[config.mk]
export PLATFORM = sky130hd
export DESIGN_NAME = ddr3_reset_n_seq
export DESIGN_NICKNAME = d
export VERILOG_FILES = /design/src/rtl/ddr3_reset_n_seq_pkg.sv /design/src/rtl/ddr3_reset_n_seq_timer.sv /design/src/rtl/ddr3_reset_n_seq.sv
export SDC_FILE = /design/constraint.sdc
export NUM_CORES = 1
export LEC_CHECK = 0
export BUFFER_PORTS_ARGS = -buffer_cell sky130_fd_sc_hd__buf_2
export CAP_MARGIN = 15
export CORE_ASPECT_RATIO = 0.7
export CORE_MARGIN = 10
export CORE_UTILIZATION = 40
export CTS_CLUSTER_SIZE = 8
export DETAILED_ROUTE_END_ITERATION = 16
export GPL_ROUTABILITY_DRIVEN = 1
export HOLD_SLACK_MARGIN = 0.1
export PLACE_DENSITY = 0.58
export SYNTH_ARGS = -nofsm -noshare
export SYNTH_HDL_FRONTEND = slang
export SYNTH_HIERARCHICAL = 1
export SYNTH_SLANG_ARGS = --single-unit
[constraint.sdc]
create_clock -name FAB_CLK -period 3.7 [get_ports FAB_CLK]
set_input_delay 0.37 -clock FAB_CLK [delete_from_list [all_inputs] [get_ports FAB_CLK]]
set_output_delay 0.37 -clock FAB_CLK [all_outputs]
set_load 0.01 [all_outputs]
[src/rtl/ddr3_reset_n_seq_pkg.sv]
// rtl/ddr3_reset_n_seq_pkg.sv - shared state encoding and timing helpers for the DDR3 RESET_N sequencer
package ddr3_reset_n_seq_pkg;

    typedef enum logic [2:0] {
        ST_IDLE     = 3'd0,
        ST_LOAD     = 3'd1,
        ST_SETTLE   = 3'd2,
        ST_HOLD     = 3'd3,
        ST_WAIT_CKE = 3'd4,
        ST_DONE     = 3'd5,
        ST_CKE_OFF  = 3'd6
    } state_e;

    function automatic int calc_n_rst(input int clk_mhz, input int t_reset_us);
        return clk_mhz * t_reset_us;
    endfunction

    function automatic int calc_n_cke(input int clk_mhz, input int t_cke_us);
        return clk_mhz * t_cke_us;
    endfunction

    function automatic int calc_cnt_width(input int n_rst, input int n_cke, input int n_settle);
        int m;
        m = n_rst;
        if (n_cke > m) m = n_cke;
        if (n_settle > m) m = n_settle;
        return $clog2(m) + 1;
    endfunction

endpackage

[src/rtl/ddr3_reset_n_seq_timer.sv]
// rtl/ddr3_reset_n_seq_timer.sv - loadable down-counter with zero flag, shared by SETTLE/HOLD/WAIT_CKE
module ddr3_reset_n_seq_timer #(
    parameter int W = 8
) (
    input  logic         clk_i,
    input  logic         rst_i,
    input  logic         load_i,
    input  logic [W-1:0] load_val_i,
    output logic         zero_o
);

    logic [W-1:0] cnt_q;

    // Holds at zero rather than wrapping; the sequencer reloads on every state entry.
    always_ff @(posedge clk_i) begin
        if (rst_i) begin
            cnt_q <= '0;
        end else if (load_i) begin
            cnt_q <= load_val_i;
        end else if (cnt_q != '0) begin
            cnt_q <= cnt_q - 1'b1;
        end
    end

    assign zero_o = (cnt_q == '0);

endmodule

[src/rtl/ddr3_reset_n_seq.sv]
// rtl/ddr3_reset_n_seq.sv - DDR3 RESET_N / CKE power-up sequencer driving the RESET_N output IOD
module ddr3_reset_n_seq
    import ddr3_reset_n_seq_pkg::*;
#(
    parameter int CLK_FREQ_MHZ = 200,
    parameter int T_RESET_US   = 200,
    parameter int T_CKE_US     = 500,
    parameter int DLY_SETTLE   = 8
) (
    input  logic       FAB_CLK,
    input  logic       TX_SYNC_RST,
    input  logic       INIT_START,
    input  logic       SW_RESET_REQ,
    input  logic       DELAY_LINE_OUT_OF_RANGE_0,
    output logic [3:0] TX_DATA_0,
    output logic [3:0] OE_DATA_0,
    output logic       DELAY_LINE_LOAD_0,
    output logic       DELAY_LINE_MOVE_0,
    output logic       DELAY_LINE_DIRECTION_0,
    output logic       ODT_EN_0,
    output logic       CKE_EN,
    output logic       INIT_DONE,
    output logic       DLY_ERR
);

    localparam int N_RST = calc_n_rst(CLK_FREQ_MHZ, T_RESET_US);
    localparam int N_CKE = calc_n_cke(CLK_FREQ_MHZ, T_CKE_US);
    localparam int CW    = calc_cnt_width(N_RST, N_CKE, DLY_SETTLE);

    localparam logic [CW-1:0] LD_SETTLE = CW'(DLY_SETTLE - 1);
    localparam logic [CW-1:0] LD_RST    = CW'(N_RST - 1);
    localparam logic [CW-1:0] LD_CKE    = CW'(N_CKE - 1);

    state_e          state_q, state_d;
    logic            tmr_load;
    logic [CW-1:0]   tmr_val;
    logic            tmr_zero;
    logic [3:0]      tx_q, tx_d;
    logic            load_q, load_d;
    logic            cke_q, cke_d;
    logic            done_q, done_d;
    logic            err_q, err_d;

    ddr3_reset_n_seq_timer #(.W(CW)) u_timer (
        .clk_i      (FAB_CLK),
        .rst_i      (TX_SYNC_RST),
        .load_i     (tmr_load),
        .load_val_i (tmr_val),
        .zero_o     (tmr_zero)
    );

    always_ff @(posedge FAB_CLK) begin
        if (TX_SYNC_RST) begin
            state_q <= ST_IDLE;
            tx_q    <= 4'b0000;
            load_q  <= 1'b0;
            cke_q   <= 1'b0;
            done_q  <= 1'b0;
            err_q   <= 1'b0;
        end else begin
            state_q <= state_d;
            tx_q    <= tx_d;
            load_q  <= load_d;
            cke_q   <= cke_d;
            done_q  <= done_d;
            err_q   <= err_d;
        end
    end

    // A re-reset request in HOLD/WAIT_CKE takes priority over timer expiry.
    always_comb begin
        state_d  = state_q;
        tmr_load = 1'b0;
        tmr_val  = '0;
        case (state_q)
            ST_IDLE: begin
                if (INIT_START) state_d = ST_LOAD;
            end
            ST_LOAD: begin
                state_d  = ST_SETTLE;
                tmr_load = 1'b1;
                tmr_val  = LD_SETTLE;
            end
            ST_SETTLE: begin
                if (tmr_zero) begin
                    state_d  = ST_HOLD;
                    tmr_load = 1'b1;
                    tmr_val  = LD_RST;
                end
            end
            ST_HOLD, ST_WAIT_CKE: begin
                if (SW_RESET_REQ) begin
                    state_d  = ST_HOLD;
                    tmr_load = 1'b1;
                    tmr_val  = LD_RST;
                end else if (tmr_zero) begin
                    state_d = (state_q == ST_HOLD) ? ST_WAIT_CKE : ST_DONE;
                    if (state_q == ST_HOLD) begin
                        tmr_load = 1'b1;
                        tmr_val  = LD_CKE;
                    end
                end
            end
            ST_DONE: begin
                if (SW_RESET_REQ) state_d = ST_CKE_OFF;
            end
            ST_CKE_OFF: begin
                state_d  = ST_HOLD;
                tmr_load = 1'b1;
                tmr_val  = LD_RST;
            end
            default: state_d = ST_IDLE;
        endcase
    end

    // Outputs decode the next state so the registered pins line up with state_q.
    always_comb begin
        tx_d   = 4'b0000;
        load_d = 1'b0;
        cke_d  = 1'b0;
        done_d = 1'b0;
        err_d  = err_q | (DELAY_LINE_OUT_OF_RANGE_0 & (state_q != ST_IDLE));
        case (state_d)
            ST_LOAD:     load_d = 1'b1;
            ST_WAIT_CKE: tx_d   = 4'b1111;
            ST_CKE_OFF:  tx_d   = 4'b1111;
            ST_DONE: begin
                tx_d   = 4'b1111;
                cke_d  = 1'b1;
                done_d = 1'b1;
            end
            default: tx_d = 4'b0000;
        endcase
    end

    assign TX_DATA_0              = tx_q;
    assign OE_DATA_0              = 4'b1111;
    assign DELAY_LINE_LOAD_0      = load_q;
    assign DELAY_LINE_MOVE_0      = 1'b0;
    assign DELAY_LINE_DIRECTION_0 = 1'b0;
    assign ODT_EN_0               = 1'b0;
    assign CKE_EN                 = cke_q;
    assign INIT_DONE              = done_q;
    assign DLY_ERR                = err_q;

endmodule
### Yosys cells after proc, flatten, opt, wreduce, memory -nomap -nowiden

Cells that the tools add are included.

| word-level totals | value |
|---|---|
| input port bits | 5 |
| output and inout port bits | 15 |
| logic and storage cells | 49 |
| bits in registers | 28 |

| operators by class | value |
|---|---|
| multiplexer cells | 22 |
| bitwise gates (word level) | 2 |
| $add $sub $neg | 1 |
| reductions and logical operators | 8 |
| equal/unequal tests | 10 |

Operators by type and width:

| operator | number |
|---|---|
| 17-bit case mux with 4 select lines | 1 |
| 17-bit 2-to-1 mux | 3 |
| 18-bit 2-to-1 mux | 2 |
| 3-bit == test, second input constant | 6 |
| 18-bit logical NOT | 1 |
| 3-bit case mux with 6 select lines | 1 |
| 18-bit nonzero test | 1 |
| 18-bit by 1-bit subtractor with 18-bit output, second input constant | 1 |
| 16-bit 2-to-1 mux | 1 |
| 3-bit 2-to-1 mux | 5 |
| 1-bit 2-to-1 mux | 7 |
| 3-bit by 1-bit == test with 1-bit output, second input constant | 2 |
| 3-bit by 2-bit == test with 1-bit output, second input constant | 2 |
| 4-bit 2-to-1 mux | 1 |
| 2-bit OR reduction | 2 |
| 3-bit logical NOT | 1 |
| 1-bit case mux with 3 select lines | 1 |
| 3-bit nonzero test | 1 |
| 3-bit OR reduction | 1 |
| 2-bit nonzero test | 1 |
| 1-bit bitwise AND | 1 |
| 1-bit OR | 1 |

### Depth between registers and ports, before layout

Gate-level depths: netlist of run 1.

| depth | value |
|---|---|
| depth after elaboration | 8 |
| depth in mapped cells | 12 |

### By module

The synthesis of run 1 kept the hierarchy.

Modules (own cells, without submodules):

| module | times used | cells an instance | sequential area each (um^2) | area each (um^2) |
|---|---|---|---|---|
| ddr3_reset_n_seq_timer | 1 | 125 | 360.3 | 993.5 |
| ddr3_reset_n_seq | 1 | 59 | 140.1 | 501.7 |

### Worst setup path before layout of run 1

OpenSTA, ideal clock, no wires.

| path | value |
|---|---|
| path type | reg-to-reg |
| from | reg u_timer.cnt_q[12] |
| to | reg u_timer.cnt_q[17] |
| buffers on the path | 3 |
| slack | 0.889 ns |
| arrival | 2.696 ns |
| cell stages (with the launch flop) | 12 |
| path through | dfxtp_1 -> or4_4 -> or3_1 -> buf_6 -> nor2_2 -> a21oi_1 -> o32ai_2 -> a31o_2 -> clkbuf_1 -> clkbuf_1 -> a21oi_1 -> o21a_1 |

| between the ends | value |
|---|---|
| word-level cells in the longest chain between the ends | 5 |

Ends and longest elaborated chain:

| element | line | RTL |
|---|---|---|
| start, declared | ddr3_reset_n_seq_timer.sv:12 | `logic [W-1:0] cnt_q;` |
| start signal, assigned | ddr3_reset_n_seq_timer.sv:19 | `cnt_q <= load_val_i;` |
| start signal, assigned | ddr3_reset_n_seq_timer.sv:21 | `cnt_q <= cnt_q - 1'b1;` |
| 18-bit logical NOT * | ddr3_reset_n_seq_timer.sv:25 | `assign zero_o = (cnt_q == '0);` |
| net tmr_zero | ddr3_reset_n_seq.sv:37 | `logic tmr_zero;` |
| 1-bit 2-to-1 mux | ddr3_reset_n_seq.sv:96 | `end else if (tmr_zero) begin` |
| 1-bit 2-to-1 mux | ddr3_reset_n_seq.sv:92 | `if (SW_RESET_REQ) begin` |
| 1-bit case mux with 3 select lines * | ddr3_reset_n_seq.sv:75 | `case (state_q)` |
| net tmr_load | ddr3_reset_n_seq.sv:35 | `logic tmr_load;` |
| 18-bit 2-to-1 mux or 2-bit nonzero test (tied branches) | -- |  |

Mark *: on every way through the listed nets, which the timed path passes. The rest lies on a longest branch. The select of a mux whose other input is x is not followed.
A chain may end at the register's enable or synchronous reset.

### Final worst setup path of run 1

| path | value |
|---|---|
| from | reg u_timer.cnt_q[0] |
| to | reg u_timer.cnt_q[9] |

Same word-level chain as after synthesis.

==> out/qor.log, run 1 <==
qor: job.timing.max_cap.violations 0
qor: worst_setup_path.worst_r2r_path_depth 11
qor: final_layout.final_core_util 44.2%
qor: yosys.synthArstFlopShare 0%
qor: final_layout.drive_gt1_share 15.2%
qor: clock_tree.clock_tree_from_tritoncts yes
qor: worst_hold_path.min_from DELAY_LINE_OUT_OF_RANGE_0
qor: yosys.syn_inst 184
qor: clock_tree.post_cts.resized_instances 0
qor: final_layout.final-instance-count-excl-fill 241
qor: global_route.grt.total_usage 10.1%
qor: worst_setup_path.cp_max_fo 24
qor: detailed_routing.detailed_route_wire_length 3.37 mm
qor: detailed_routing.drc_errors 0
qor: floorplanning.fp-row-count 18
qor: timing.final.setup.worst_slack 0.416 ns
qor: timing.setup_violations 0
qor: place.port_buf_inserts 12
qor: detailed_routing.num_vias 1,292
qor: yosys.synth.yosys.warnings 6
qor: detailed_routing.wire_per_inst 14.0 µm
qor: worst_setup_path.reg2reg_from u_timer/cnt_q[0]$_SDFFE_PP0P_
qor: place.weighted_congestion_at_the_end_of_routability_driven_global_placement 0.882
qor: timing.tightestPinTransition 0.500 ns
qor: place.hpwl_after_dpl 2.57 mm
qor: worst_setup_path.critical-path-slowest-cell nor4b_2
qor: timing.max_clock_freq 305 MHz
qor: final_layout.final_area 1570 µm²
qor: detailed_routing.drt_iter0_drc 161
qor: worst_setup_path.path_class reg -> reg
qor: yosys.synth_seq_cells 25
qor: floorplanning.design.die.area 6620 µm²
qor: yosys.number_of_distinct_library_cells_after_synthesis 45
qor: global_route.antenna_found_initial 0
qor: worst_hold_path.min_delay_worst_endpoint DLY_ERR$_SDFF_PP0_
qor: worst_hold_path.worst_hold_path_type in -> reg
qor: clock_tree.cts_num_sinks 25
qor: floorplanning.die_width 93.1 µm
qor: global_route.grt_first_pass_wirelength 5.66 mm
qor: status.status finished clean
qor: timing.setup_repair_after_global_routing_missed_its_margin false
qor: detailed_routing.drt.antenna.violating_nets 0
qor: final_layout.antennaDiodeCount 0
qor: yosys.syn-mean-instance-area 8.13 µm²
qor: final_layout.area_growth 5.27%
qor: clock_tree.numCtsBuffers 3
qor: worst_setup_path.regToRegSetupSlack 0.42 ns
qor: timing.layout_min_cycle_time 3.28 ns
qor: place.place.detailed.instances 237
qor: clock_tree.clock_latency 0.27 ns
qor: worst_setup_path.arrival 3.48 ns
qor: final_layout.num-fill-cells 362
qor: floorplanning.io_pins 20
qor: detailed_routing.routed_via_density 5.36
qor: timing.timing.final.crit_share 88.8%
qor: worst_setup_path.timing.critical_path.slowest_cell_delay 0.47 ns
qor: worst_setup_path.timing.rr.end u_timer/cnt_q[9]$_SDFFE_PP0P_
qor: worst_setup_path.cp.required 3.89 ns
qor: power_and_ir_drop.worst_ir_drop_vdd 0.332 mV
qor: yosys.ys_dominant_reg_cell dfxtp_1
qor: worst_setup_path.critical_path.endpoint_type flip-flop
qor: worst_setup_path.worst_setup_path_startpoint u_timer/cnt_q[0]$_SDFFE_PP0P_
qor: detailed_routing.first_pass_iters 5
qor: yosys.seq_area_frac_synth 33.5%
qor: clock_tree.post-cts-setup-buffer-count 0
qor: final_layout.final_net_count 198
qor: worst_setup_path.crit_chain inv_1 > ha_1 > nor4b_2 > nand3_1 > nor2_2 > a21oi_1 > o32ai_2 > a31o_4 > nor2b_1 > nand2_1 > o21ai_0
qor: timing.hold_violations 0
qor: timing.timing.setup.tns 0 ns
qor: clock_tree.clockBufferDepth 2
qor: worst_setup_path.setup.worst_path.start_class flip-flop
qor: timing.clock_skew 0.00427 ns
qor: floorplanning.initial_standard_cell_utilization_of_the_core 42.0%
qor: clock_tree.cts.htree.levels 1
qor: clock_tree.cts.hold.buffers_added 0
qor: power_and_ir_drop.power_per_cell_area 841 nW/µm²
qor: yosys.netlist_area 1500 µm²
qor: global_route.global_route.overflow_total 0
qor: global_route.first_global_vias 1,146
qor: timing.slew_headroom 66.4%
qor: clock_tree.cts-root-buf clkbuf_8
qor: timing.report.final.slew_viol_count 0
qor: worst_hold_path.worst_hold_path.num_cells 3
qor: yosys.synth_enable_flop_cells 0
qor: floorplanning.die_h 71.2 µm
qor: global_route.grt_start_max_net_pins 25
qor: place.pre_cts_ws 0.343 ns
qor: power_and_ir_drop.power_leakage 0.616 nW
qor: floorplanning.placeableCoreArea 3560 µm²
qor: clock_tree.clkTransAtPathRegs 0.09 ns
qor: place.placement.cell_area 1520 µm²
==> metrics by stage <==
stage	power [mW]	hold WS [ns]
after floorplan	1.04	0.490
after global placement	1.15	0.442
after detailed placement	1.15	0.473
after CTS	1.32	0.331
after global routing	1.43	0.370
final	1.32	0.332
==> state kept, by name (all words and copies together), names as in the netlist <==
name	cells
TX_DATA_0	1
DLY_ERR	1
u_timer/cnt_q	18
INIT_DONE	1
DELAY_LINE_LOAD_0	1
state_q	3
==> critical path: cells and delay by family, from the launching register on <==
kind	cells	cell delay (ns)
simple gates	5	1.77
buf+inv	1	0.07
compound gates	4	0.76
fa+ha+maj	1	0.24
flops	1	0.36
==> power by group <==
part / switching [mW] / internal, mW / leakage [nW]
sequential: 0.109 / 0.357 / 0.205
combinational: 0.390 / 0.308 / 0.385
clock: 0.0847 / 0.0752 / 0.0255
total: 0.584 / 0.740 / 0.616
==> how the worst max path moves through the flow <==
stage / to / slack (ns) / depth (start not counted)
after CTS: u_timer/cnt_q[15]$_SDFFE_PP0P_ / 0.31 / 11
after global placement: u_timer/cnt_q[15]$_SDFFE_PP0P_ / 0.51 / 11
final: u_timer/cnt_q[9]$_SDFFE_PP0P_ / 0.42 / 11
after global routing: u_timer/cnt_q[9]$_SDFFE_PP0P_ / 0.05 / 11
after floorplan: u_timer/cnt_q[17]$_SDFFE_PP0P_ / 0.89 / 11
after detailed placement: u_timer/cnt_q[15]$_SDFFE_PP0P_ / 0.34 / 11
==> cells in the final DEF, fill, tap and decap left out, drive strengths merged <==
cell type | Yosys | layout
xnor2 | 8 | 8
nor4b | 2 | 2
a21o | 1 | 1
conb | 2 | 12
nor3 | 9 | 9
nand3 | 4 | 4
a211oi | 2 | 2
clkbuf | 4 | 3
a31oi | 2 | 2
ha | 1 | 1
nand2b | 1 | 1
a221oi | 3 | 3
mux2 | 1 | 1
nor4 | 5 | 5
o21ai | 13 | 13
nor3b | 2 | 2
a31o | 3 | 3
o21a | 2 | 2
or3 | 6 | 6
nor2 | 12 | 12
o311ai | 1 | 1
clkinv | 0 | 1
nor2b | 5 | 5
o32ai | 1 | 1
dfxtp | 25 | 25
a211o | 2 | 2
o211a | 2 | 2
buf | 15 | 12
a21oi | 12 | 12
inv | 9 | 9
or4 | 2 | 2
or2 | 1 | 1
o31a | 1 | 1
a2111oi | 1 | 1
a2111o | 1 | 1
nand2 | 19 | 19
or3b | 2 | 2
xor2 | 2 | 2
==> metal layers <==
layer	global-route usage (%)	wire length, µm	part of all wire [%]
met4	2.22	19	0.56
met1	14.5	1730	51
met3	3.79	253	7.5
met2	13.7	1370	41
met5	0	0	0
==> area by class of cell <==
| class | instances | area, µm² | area share [%] |
|---|---|---|---|
| Timing Repair Buffer | 12 | 60.1 | 3.82 |
| Inverter | 9 | 33.8 | 2.15 |
| Multi-Input combinational cell | 141 | 871 | 55.3 |
| Tap cell | 50 | 62.6 | 3.97 |
| Clock inverter | 1 | 5.00 | 0.318 |
| Sequential cell | 25 | 500 | 31.8 |
| Clock buffer | 3 | 41.3 | 2.62 |
==> Yosys cell counts (all sizes together) (3+ instances only) <==
| cell type | n | area share, % |
|---|---|---|
| dfxtp | 25 | 33 |
| nand2 | 19 | 4.8 |
| buf | 15 | 8.0 |
| o21ai | 13 | 4.6 |
| a21oi | 12 | 4.0 |
| nor2 | 12 | 3.2 |
| inv | 9 | 2.3 |
| nor3 | 9 | 3.0 |
| xnor2 | 8 | 4.7 |
| or3 | 6 | 2.5 |
| nor2b | 5 | 2.3 |
| nor4 | 5 | 2.1 |
| clkbuf | 4 | 1.1 |
| nand3 | 4 | 1.3 |
| a221oi | 3 | 1.8 |
| a31o | 3 | 1.8 |
==> logic make-up (layout without fill, tap and decap cells) <==
group | Yosys count | after routing | synth area share [%]
other | 2 | 12 | 0.502
DFF | 25 | 25 | 33.5
adders and majority gates | 1 | 1 | 0.837
buffers and inverters | 28 | 25 | 11.4
and+or+nand+nor | 70 | 70 | 25.2
xor gates and xnor gates | 10 | 10 | 5.86
muxes | 1 | 1 | 0.753
AOI/OAI and AO/OA | 47 | 47 | 22.0
(Power assumes the default switching activity.)
==> run 2: changes to the inputs <==
- ABC_AREA: default -> 1
- PLACE_DENSITY: 0.58 -> 0.57
==> out/qor.log, run 2 <==
qor: final_layout.num-fill-cells 426
qor: yosys.seq_area_frac_synth 29.3%
qor: timing.setup_violations 0
qor: final_layout.antennaDiodeCount 0
qor: detailed_routing.num_vias 1,595
qor: power_and_ir_drop.part_of_the_power_in_registers 28.1%
qor: worst_setup_path.crit_chain inv_1 > ha_1 > nand2_2 > nor2_8 > nand2_1 > nor4_1 > nor2_1 > or2_4 > nand2_4 > inv_1 > nand3_1 > inv_1 > nand4_4 > nand2_1 > a21oi_1
qor: final_layout.area_growth 5.49%
qor: global_route.first_global_vias 1,297
qor: global_route.grt.total_usage 10.8%
qor: yosys.synth_seq_cells 25
qor: worst_hold_path.min_delay_worst_endpoint DLY_ERR$_SDFF_PP0_
qor: detailed_routing.drt.antenna.violating_nets 0
qor: yosys.yosysTopAreaCellShare 29.3%
qor: yosys.ys_dominant_reg_cell dfxtp_1
qor: timing.finalHoldWorstSlack 0.323 ns
qor: clock_tree.post-cts-setup-buffer-count 0
qor: power_and_ir_drop.power.switching 0.845 mW
qor: worst_setup_path.worst_setup_path_startpoint u_timer/cnt_q[0]$_SDFFE_PP0P_
qor: floorplanning.die_h 74.7 µm
qor: detailed_routing.detailed_route_wire_length 3.98 mm
qor: place.place.detailed.instances 338
qor: clock_tree.numCtsBuffers 3
qor: final_layout.final_area 1800 µm²
qor: timing.layout_min_cycle_time 3.17 ns
qor: yosys.synth.yosys.warnings 6
qor: worst_setup_path.worst_r2r_path_depth 15
qor: detailed_routing.drt_iter0_drc 170
qor: global_route.global_route.overflow_total 0
qor: floorplanning.initial_standard_cell_utilization_of_the_core 42.6%
qor: worst_setup_path.cp_max_fo 20
qor: final_layout.largest_reg_flops 18
qor: place.weighted_congestion_at_the_end_of_routability_driven_global_placement 0.878
qor: timing.clock_skew 0.00184 ns
qor: timing.setup_repair_after_global_routing_missed_its_margin false
qor: clock_tree.clock_tree_from_tritoncts yes
qor: place.hpwl_after_dpl 3.04 mm
qor: clock_tree.cts_num_sinks 25
qor: power_and_ir_drop.cell_internal_pwr 0.781 mW
qor: clock_tree.cts.htree.levels 1
qor: floorplanning.io_pins 20
qor: yosys.number_of_distinct_library_cells_after_synthesis 28
qor: global_route.grt_start_max_net_pins 22
qor: floorplanning.design.die.area 7330 µm²
qor: worst_setup_path.worst-path-buf-inv 3
qor: power_and_ir_drop.worst_ir_drop_vdd 0.345 mV
qor: clock_tree.clkTransAtPathRegs 0.09 ns
qor: worst_hold_path.worst_hold_path.num_cells 3
qor: timing.tightestPinTransition 0.669 ns
qor: clock_tree.cts.hold.buffers_added 0
qor: worst_setup_path.setup.worst_path.start_class flip-flop
qor: power_and_ir_drop.switching_share 52.0%
qor: worst_setup_path.critical_path.endpoint_type flip-flop
qor: power_and_ir_drop.pwr-share-clk 10.3%
qor: floorplanning.die_width 98.2 µm
qor: final_layout.drive_gt1_share 13.1%
qor: worst_setup_path.reg2reg_from u_timer/cnt_q[0]$_SDFFE_PP0P_
qor: status.status finished clean
qor: worst_setup_path.cp.required 3.91 ns
qor: worst_setup_path.timing.critical_path.max_delay_family simple AND/OR/NAND/NOR gates
qor: global_route.antenna_found_initial 0
qor: clock_tree.clock_latency 0.27 ns
qor: yosys.synth.most_common_cell nand2_1
qor: clock_tree.cts-root-buf clkbuf_8
qor: final_layout.most_common_cell_after_layout_fill_and_taps_aside nand2_1
qor: global_route.grt_first_pass_wirelength 6.61 mm
qor: place.port_buf_inserts 12
qor: yosys.syn_inst 280
qor: yosys.synth_enable_flop_cells 0
qor: place.placement.cell_area 1760 µm²
qor: power_and_ir_drop.power_leakage 0.945 nW
qor: yosys.synthArstFlopShare 0%
qor: yosys.syn-mean-instance-area 6.11 µm²
qor: clock_tree.post_cts.resized_instances 0
qor: detailed_routing.first_pass_iters 4
qor: worst_hold_path.min_from DELAY_LINE_OUT_OF_RANGE_0
qor: timing.report.final.slew_viol_count 0
qor: floorplanning.fp-row-count 19
qor: yosys.post-synth-top-area-cell dfxtp_1
qor: timing.max_clock_freq 315 MHz
qor: power_and_ir_drop.pwr-share-comb 61.6%
qor: timing.hold_violations 0
qor: worst_setup_path.critPathMostFrequentCell inv_1
qor: worst_setup_path.arrival 3.38 ns
qor: clock_tree.clockBufferDepth 2
qor: timing.timing.final.crit_share 85.8%
qor: timing.timing.setup.tns 0 ns
qor: yosys.synthTopCellsByArea dfxtp_1 (29%), nand2_1 (21%), nor2_1 (9.4%), nand3_1 (7.6%), buf_4 (5.7%)
qor: job.timing.max_cap.violations 0
qor: worst_setup_path.timing.critical_path.slowest_cell_delay 0.44 ns
qor: detailed_routing.wire_per_inst 11.6 µm
qor: final_layout.final_core_util 44.9%
qor: worst_hold_path.worst_hold_path_type in -> reg
qor: final_layout.final_net_count 297
qor: worst_setup_path.critical-path-slowest-cell nor4_1
qor: detailed_routing.drc_errors 0
qor: yosys.most_numerous_cell_types_in_the_synthesized_netlist nand2_1 (96), nor2_1 (43), inv_1 (26), nand3_1 (26), dfxtp_1 (25)
qor: final_layout.most-common-layout-cells nand2_1 (96), nor2_1 (43), nand3_1 (26), inv_1 (26), dfxtp_1 (25)
qor: timing.slew_headroom 55.4%
qor: floorplanning.placeableCoreArea 4020 µm²
qor: yosys.netlist_area 1710 µm²
qor: worst_setup_path.regToRegSetupSlack 0.53 ns
qor: detailed_routing.routed_via_density 4.66
qor: worst_setup_path.timing.rr.end u_timer/cnt_q[16]$_SDFFE_PP0P_
qor: final_layout.registers.top_by_ff_count u_timer/cnt_q
qor: worst_setup_path.path_class reg -> reg
qor: power_and_ir_drop.power_per_cell_area 901 nW/µm²
qor: final_layout.final-instance-count-excl-fill 342
qor: final_layout.largest_registers u_timer/cnt_q (18), state_q (3)
-- run 2: changes by cell type after synthesis, sizes merged, moves of 7 or more --
| cell | previous run | this run |
|---|---|---|
| inv | 9 | 27 |
| nand2 | 19 | 102 |
| nand3 | 4 | 26 |
| nor2 | 12 | 54 |
| nor3 | 9 | 0 |
| o21ai | 13 | 6 |
| xnor2 | 8 | 1 |
-- run 2: how the worst max path moves through the flow --
stage,endpoint,slack [ns],cells past startpoint
global placement,u_timer/cnt_q[2]$_SDFFE_PP0P_,0.70,15
detailed placement,u_timer/cnt_q[16]$_SDFFE_PP0P_,0.54,15
CTS,u_timer/cnt_q[16]$_SDFFE_PP0P_,0.51,15
finish,u_timer/cnt_q[16]$_SDFFE_PP0P_,0.53,15
global route,u_timer/cnt_q[2]$_SDFFE_PP0P_,0.20,15
floorplan,u_timer/cnt_q[14]$_SDFFE_PP0P_,0.95,19
-- run 2: layout make-up --
class / instances / area (µm²) / share of cell area [%]
inverters: 27 / 101 / 5.62
multi-input cells: 221 / 1020 / 56.8
clock buffers: 4 / 45.0 / 2.50
flip-flops and latches: 25 / 500 / 27.7
repair buffers: 13 / 67.6 / 3.74
well taps: 52 / 65.1 / 3.61
-- run 2: power groups by stage --
stage | Clock (mW) | Sequential, mW | Combinational, mW
floorplan | 0 | 0.433 | 0.857
global placement | 0 | 0.463 | 0.996
detailed placement | 0 | 0.461 | 0.996
CTS | 0.177 | 0.454 | 1.00
global route | 0.189 | 0.472 | 1.15
finish | 0.168 | 0.456 | 1.00
-- run 2: worst min-delay path, stage by stage --
cell	delay [ns]
buf_2	0.08
a21oi_1	0.05
nor2_1	0.07
-- run 2: logic make-up (layout without fill, tap and decap cells) --
group / after synthesis / after routing / share of synthesized area [%]
and+or+nand+nor: 190 / 190 / 50.6
buffers and inverters: 44 / 44 / 13.0
DFF: 25 / 25 / 29.3
AOI/OAI and AO/OA: 15 / 15 / 4.39
xor gates and xnor gates: 3 / 3 / 1.54
other: 2 / 12 / 0.439
adders and majority gates: 1 / 1 / 0.731
-- run 2: per-stage QoR --
stage	total power, mW	worst slack, ns
CTS	1.63	0.514
detailed placement	1.46	0.540
floorplan	1.29	0.946
global placement	1.46	0.699
finish	1.63	0.526
global route	1.81	0.199
-- run 2: layer usage --
layer | global-route usage (%) | wire length (µm) | up-vias
met2 | 14.7 | 1460 | 48
li1 | - | - | 861
met1 | 16.2 | 2180 | 682
met4 | 1.90 | 23 | 0
met3 | 3.11 | 311 | 4
met5 | 0 | 0 | -
